File: config.mk
export PLATFORM = sky130hd
export DESIGN_NAME = serial_link_pwr_seq
export DESIGN_NICKNAME = d
export VERILOG_FILES = /design/src/rtl/serial_link_pwr_seq.sv
export SDC_FILE = /design/constraint.sdc
export NUM_CORES = 1
export LEC_CHECK = 0
export CAP_MARGIN = 40
export CORE_MARGIN = 3
export CORE_UTILIZATION = 50
export DETAILED_ROUTE_END_ITERATION = 10
export GPL_ROUTABILITY_DRIVEN = 1
export PLACE_DENSITY = 0.79
export RECOVER_POWER = 100
export SLEW_MARGIN = 20
export SYNTH_ARGS = -nofsm -noshare
export SYNTH_HDL_FRONTEND = slang
export SYNTH_SLANG_ARGS = --single-unit
File: constraint.sdc
create_clock -name clk_i -period 2.76 [get_ports clk_i]
set_input_delay 0.552 -clock clk_i [delete_from_list [all_inputs] [get_ports clk_i]]
set_output_delay 0.552 -clock clk_i [all_outputs]
set_load 0.02 [all_outputs]
File: src/rtl/serial_link_pwr_seq.sv
// Power-state sequencer for one serial link: clock gate, link reset and AXI isolation in a fixed, handshaked order.
// Define SERIAL_LINK_PWR_SEQ_TIMEOUT_EN to add the isolation-handshake timeout and the sticky err_o flag.
module serial_link_pwr_seq #(
   parameter int ClkSettleCycles = 8,
   parameter int RstCycles       = 16,
   parameter int TimeoutCycles   = 1024
) (
   input  logic       clk_i,
   input  logic       rst_i,
   input  logic       link_en_i,
   input  logic [1:0] isolated_i,
   input  logic       err_clr_i,
   output logic       clk_ena_o,
   output logic       reset_no,
   output logic [1:0] isolate_o,
   output logic       link_up_o,
   output logic       busy_o,
   output logic       err_o,
   output logic [2:0] state_o
);

   typedef enum logic [2:0] {
      S_OFF        = 3'd0,
      S_CLK_ON     = 3'd1,
      S_RST_REL    = 3'd2,
      S_DEISO      = 3'd3,
      S_ON         = 3'd4,
      S_ISO        = 3'd5,
      S_RST_ASSERT = 3'd6,
      S_CLK_OFF    = 3'd7
   } state_t;

   localparam int MaxSeq = (ClkSettleCycles > RstCycles) ? ClkSettleCycles : RstCycles;
`ifdef SERIAL_LINK_PWR_SEQ_TIMEOUT_EN
   localparam int MaxCnt = (TimeoutCycles > MaxSeq) ? TimeoutCycles : MaxSeq;
`else
   localparam int MaxCnt = MaxSeq;
`endif
   localparam int CntW = $clog2(MaxCnt + 1);

   localparam logic [CntW-1:0] LdClk = CntW'(ClkSettleCycles - 1);
   localparam logic [CntW-1:0] LdRst = CntW'(RstCycles - 1);
`ifdef SERIAL_LINK_PWR_SEQ_TIMEOUT_EN
   localparam logic [CntW-1:0] LdTo  = CntW'(TimeoutCycles - 1);
`endif

   state_t            r_state;
   logic [CntW-1:0]   r_cnt;
   logic              r_clk_ena;
   logic              r_reset_n;
   logic [1:0]        r_isolate;
   logic              r_link_up;
   logic              r_busy;

   state_t            w_state_nxt;
   logic [CntW-1:0]   w_cnt_nxt;
   logic              w_clk_ena;
   logic              w_reset_n;
   logic [1:0]        w_isolate;
`ifdef SERIAL_LINK_PWR_SEQ_TIMEOUT_EN
   logic              w_timeout;
   logic              r_err;
`endif

   // NOTE: every always_comb output gets a default before the case, so no path can infer a latch.
   always_comb begin
      w_state_nxt = r_state;
`ifdef SERIAL_LINK_PWR_SEQ_TIMEOUT_EN
      w_timeout   = 1'b0;
`endif
      case (r_state)
         S_OFF:        if (link_en_i) w_state_nxt = S_CLK_ON;
         S_CLK_ON:     if (r_cnt == '0) w_state_nxt = S_RST_REL;
         S_RST_REL:    w_state_nxt = S_DEISO;
         S_DEISO: begin
            if (isolated_i == 2'b00) w_state_nxt = S_ON;
`ifdef SERIAL_LINK_PWR_SEQ_TIMEOUT_EN
            else if (r_cnt == '0) begin
               w_timeout   = 1'b1;
               w_state_nxt = S_ISO;
            end
`endif
         end
         S_ON:         if (!link_en_i) w_state_nxt = S_ISO;
         S_ISO: begin
            if (isolated_i == 2'b11) w_state_nxt = S_RST_ASSERT;
`ifdef SERIAL_LINK_PWR_SEQ_TIMEOUT_EN
            // Forced tear-down: a stuck isolator must not keep the link powered.
            else if (r_cnt == '0) begin
               w_timeout   = 1'b1;
               w_state_nxt = S_RST_ASSERT;
            end
`endif
         end
         S_RST_ASSERT: if (r_cnt == '0) w_state_nxt = S_CLK_OFF;
         S_CLK_OFF:    w_state_nxt = S_OFF;
         default:      w_state_nxt = S_OFF;
      endcase
   end

   always_comb begin
      w_cnt_nxt = (r_cnt == '0) ? '0 : r_cnt - CntW'(1);
      if (w_state_nxt != r_state) begin
         case (w_state_nxt)
            S_CLK_ON:     w_cnt_nxt = LdClk;
            S_RST_ASSERT: w_cnt_nxt = LdRst;
`ifdef SERIAL_LINK_PWR_SEQ_TIMEOUT_EN
            S_DEISO,
            S_ISO:        w_cnt_nxt = LdTo;
`endif
            default:      w_cnt_nxt = '0;
         endcase
      end
   end

   // Outputs are decoded from the next state and registered, so they line up with state_o.
   always_comb begin
      w_clk_ena = 1'b1;
      w_reset_n = 1'b1;
      w_isolate = 2'b11;
      case (w_state_nxt)
         S_OFF: begin
            w_clk_ena = 1'b0;
            w_reset_n = 1'b0;
         end
         S_CLK_ON:     w_reset_n = 1'b0;
         S_DEISO,
         S_ON:         w_isolate = 2'b00;
         S_RST_ASSERT: w_reset_n = 1'b0;
         S_CLK_OFF: begin
            w_clk_ena = 1'b0;
            w_reset_n = 1'b0;
         end
         default: ;
      endcase
   end

   // NOTE: sequential state uses non-blocking assignments so every register samples pre-edge values.
   always_ff @(posedge clk_i) begin
      if (rst_i) begin
         r_state   <= S_OFF;
         r_cnt     <= '0;
         r_clk_ena <= 1'b0;
         r_reset_n <= 1'b0;
         r_isolate <= 2'b11;
         r_link_up <= 1'b0;
         r_busy    <= 1'b0;
      end else begin
         r_state   <= w_state_nxt;
         r_cnt     <= w_cnt_nxt;
         r_clk_ena <= w_clk_ena;
         r_reset_n <= w_reset_n;
         r_isolate <= w_isolate;
         r_link_up <= (w_state_nxt == S_ON);
         r_busy    <= (w_state_nxt != S_OFF) && (w_state_nxt != S_ON);
      end
   end

`ifdef SERIAL_LINK_PWR_SEQ_TIMEOUT_EN
   // Set has priority over a coincident clear.
   always_ff @(posedge clk_i) begin
      if (rst_i)          r_err <= 1'b0;
      else if (w_timeout) r_err <= 1'b1;
      else if (err_clr_i) r_err <= 1'b0;
   end
   assign err_o = r_err;
`else
   logic w_unused;
   assign w_unused = err_clr_i & (TimeoutCycles > 0);
   assign err_o    = 1'b0;
`endif

   assign clk_ena_o = r_clk_ena;
   assign reset_no  = r_reset_n;
   assign isolate_o = r_isolate;
   assign link_up_o = r_link_up;
   assign busy_o    = r_busy;
   assign state_o   = r_state;

endmodule

==> results.txt <==
- Result of the run: finished, final reports clean
- Number of top-level pins: 16
* Worst Max-Slew Pin Slew: 0.5235 ns
- Via count: 771
* Worst path required time: 2.91 ns
- Multiplexer share of the synthesized area: 1.288%
* Number of diodes added for antenna fixing: 0
- Post-synthesis adder-cell area fraction: 2.861%
- Async S/R FF share, synth: 0%
- In this run the worst path has a maximum fanout of 8.
- The share of total power dissipated in combinational logic is 52.1%.
- The filler cells instantiated in the layout total 145.
- The first detailed-routing pass ran for 5 iterations.
- The number of antenna violations at the first check in global routing is 0.
- In this run the number of H-tree levels came out at 1.
* Final critical delay including setup and external delays: 2.252 ns
- Core region area: 1577 sq um
* Clock buffer depth: 2
- Number of port buffers: 13
- Number of distinct library cells after synthesis: 43
- WS Path Type: reg2reg
* Std-Cell Rows: 14
- Final Hold Viols: 0
* Largest net degree at the start of global routing: 19
* Lkg Pwr: 0.3844 nW
- After global routing the overflow that remains totals 0.
* Startpoint class of the critical path: flip-flop
- CTS Hold Bufs: 0
- The via count of the first global-routing pass is 686.
- Final setup fails: 0
* Post-cts sizing count: 0
* Global-route wire length before repair: 2967 microns
* Fraction of layout instances using a drive strength above 1: 11.71%
* Switching power summed over all nets: 0.3628 mW
- TritonCTS built the clock tree.
* P_int: 0.5167 mW
* Count of flip-flops with a built-in enable after synthesis: 0
* Die Ht: 47.83 microns
- Setup repair after global routing left no endpoint under its margin.
* Area overhead of the layout relative to synthesis: 11.16%
* Clock power share: 13.1%
- In the final timing run, aggregate negative setup slack is 0 ns.
- Area taken by multi-input logic gates: 509.2 sq um
- After the first detailed-routing iteration, the DRC count stood at 28.
* Power density of the placed cells: 904.6 nW/um^2
- Final core utilization: 61.67%
- In the global route stage, overall resource usage came out at 18.68%.
- Sort of element at the end of the critical path: flip-flop
- Of the total power, the share spent switching nets is 41.25%.
* Worst hold path type: reg2reg
- The most used flip-flop cell after synthesis is sky130_fd_sc_hd__dfxtp_1.
- Summing the areas of all compound-gate instances in the mapped netlist gives 25.75% of the synthesized area.
* Max-cap violations: 0
* Initial Util: 55.48%
* Fraction of synthesized cell area in xor and xnor cells: 2.003%
* Combined area of all synthesized cells: 874.6 sq um
- Mean instance size in the synthesized netlist: 8.659 sq um
- By area, the combinational part of the netlist is dominated by simple AND/OR/NAND/NOR gates.
- Max Clock Freq: 0.4441 GHz
- From left edge to right edge, the die measures 47.83 microns.
* Syn nets: 109
- For this run, design rule violations remaining after detail routing come to 0.
* Insertion delay to the later sink of the worst-skew pair: 0.28 ns
- Routed wire per std cell: 13.58 microns
- Total wire length after detailed routing: 1725 microns
- After clock tree synthesis, the setup repair step added 0 buffers.
- Post-route antenna net violation count: 0
- After clock tree synthesis, the clock-pin slew on the worst setup and hold paths is 0.07 ns.
- For this design, the sink count on the clock tree is 13.
- After synthesis, the most frequently instantiated cells are sky130_fd_sc_hd__dfxtp_1, sky130_fd_sc_hd__nor2_1, sky130_fd_sc_hd__a21oi_1.
- Post-synthesis instance total: 101
- The top cell type by area accounts for 29.76% of the synthesized area.
- Cell with the most instances after synthesis: sky130_fd_sc_hd__dfxtp_1
* Relative slew slack: 65.05%
- Dividing the detail-routed via count by the number of cells gives 6.071.
* Placed wire-length estimate after detailed placement: 1306 microns
- Total area of sequential cells: 260.3 sq um
- Number of pins exceeding their max-slew limit in the final report: 0
* Clock Skews: 0.006537 ns
* CTS Root Cell: sky130_fd_sc_hd__clkbuf_4
* Arrival time worst endpoint: 2.40 ns
- Clock buffers created by TritonCTS: 3
* Sequential share of the synthesized area: 29.76%
* Biggest area contributors in the synthesized netlist: sky130_fd_sc_hd__dfxtp_1, sky130_fd_sc_hd__buf_6, sky130_fd_sc_hd__nor2_1
* Register share of total power: 34.8%
- Final nets: 120
* Share of the clock period used by the worst path: 81.58%
- Die ar.: 2287 sq um
- Synth Warn #: 0
- Synthesis inferred 13 register bits.
- IR analysis of the VDD net gives a maximum drop of 0.4428 mV.
- The synthesized netlist devotes 25.89% of its cell area to simple gates.
* Largest area contributor in the netlist: sky130_fd_sc_hd__dfxtp_1
- At the end of routability-driven placement, the weighted congestion stood at 0.8281.
## sequential cells by signal (all words and copies together) (netlist names)
signal     cells
r_cnt          5
busy_o         1
state_o        3
link_up_o      1
isolate_o      1
reset_no       1
clk_ena_o      1
## through the flow
stage          cells  instance area (sq um)  total power, mW  hold slack [ns]  setup slack, ns
2_1_floorplan    101                  874.6           0.6866           0.4288           0.8552
3_3_place_gp     123                  953.4           0.7839           0.4529           0.3175
3_5_place_dp     123                  953.4           0.7967           0.4609           0.2957
4_1_cts          127                  979.7           0.9181           0.4750           0.5591
5_1_grt          127                  972.2           0.9527           0.5229           0.3332
6_report         127                  972.2           0.8794           0.4860           0.5085
## area by class of cell
type                       count  area share (%)
clock buffer                   4           2.703
tap                           16           2.059
timing repair buffer          15           14.16
multi-input combinational     74           52.38
sequential                    13           26.77
inverter                       5           1.931
## layer usage
metal	GRT usage [%]	share of wire, %
met1	23.09	43
met3	6.015	5.9
met2	29.02	49
met4	9.140	1.7
met5	0	0
## worst paths after layout
check	from	end	slack [ns]	depth (start not counted)
worst max-delay path	r_cnt[0]	r_cnt[1]	0.51	8
worst min-delay path	r_cnt[0]	r_cnt[0]	0.49	1
worst max register to register	r_cnt[0]	r_cnt[1]	0.51	8
worst min register to register	r_cnt[0]	r_cnt[0]	0.49	1
## power groups by stage
stage | Clock (mW) | Sequential [mW] | Combinational, mW
final | 0.115 | 0.306 | 0.458
after global routing | 0.129 | 0.319 | 0.505
after CTS | 0.123 | 0.308 | 0.487
after detailed placement | 0 | 0.312 | 0.484
after global placement | 0 | 0.309 | 0.475
after floorplan | 0 | 0.310 | 0.377
## cells by family after synthesis
kind of cell | Yosys count
mux | 1
compound gates | 30
buf+inv | 14
flops | 13
simple gates | 38
fa+ha+maj | 2
other cells | 1
xor+xnor | 2
## cells in the final DEF, fill, tap and decap left out, types with 2 or more instances in the layout
cell type	instances
sky130_fd_sc_hd__dlygate4sd3_1	10
sky130_fd_sc_hd__ha_1	2
sky130_fd_sc_hd__clkbuf_1	3
sky130_fd_sc_hd__nand3_1	3
sky130_fd_sc_hd__nand2b_1	2
sky130_fd_sc_hd__dfxtp_1	13
sky130_fd_sc_hd__and2b_2	2
sky130_fd_sc_hd__o21ai_0	6
sky130_fd_sc_hd__a211oi_1	2
sky130_fd_sc_hd__a21o_1	2
sky130_fd_sc_hd__o21ba_2	2
sky130_fd_sc_hd__nor3_1	4
sky130_fd_sc_hd__a21oi_1	7
sky130_fd_sc_hd__clkdlybuf4s50_1	3
sky130_fd_sc_hd__nand2_1	5
sky130_fd_sc_hd__inv_1	5
sky130_fd_sc_hd__clkbuf_4	3
sky130_fd_sc_hd__nor2_1	11
## worst max-delay path, stage by stage, from the launching register on
cell,delay [ns]
sky130_fd_sc_hd__dfxtp_1,0.32
sky130_fd_sc_hd__inv_1,0.07
sky130_fd_sc_hd__ha_1,0.21
sky130_fd_sc_hd__nor4b_4,0.20
sky130_fd_sc_hd__clkbuf_1,0.31
sky130_fd_sc_hd__or4b_1,0.51
sky130_fd_sc_hd__nor4bb_1,0.18
sky130_fd_sc_hd__o2111ai_2,0.21
sky130_fd_sc_hd__o21ai_0,0.12
Note: power is estimated with default switching activity, not from simulation.
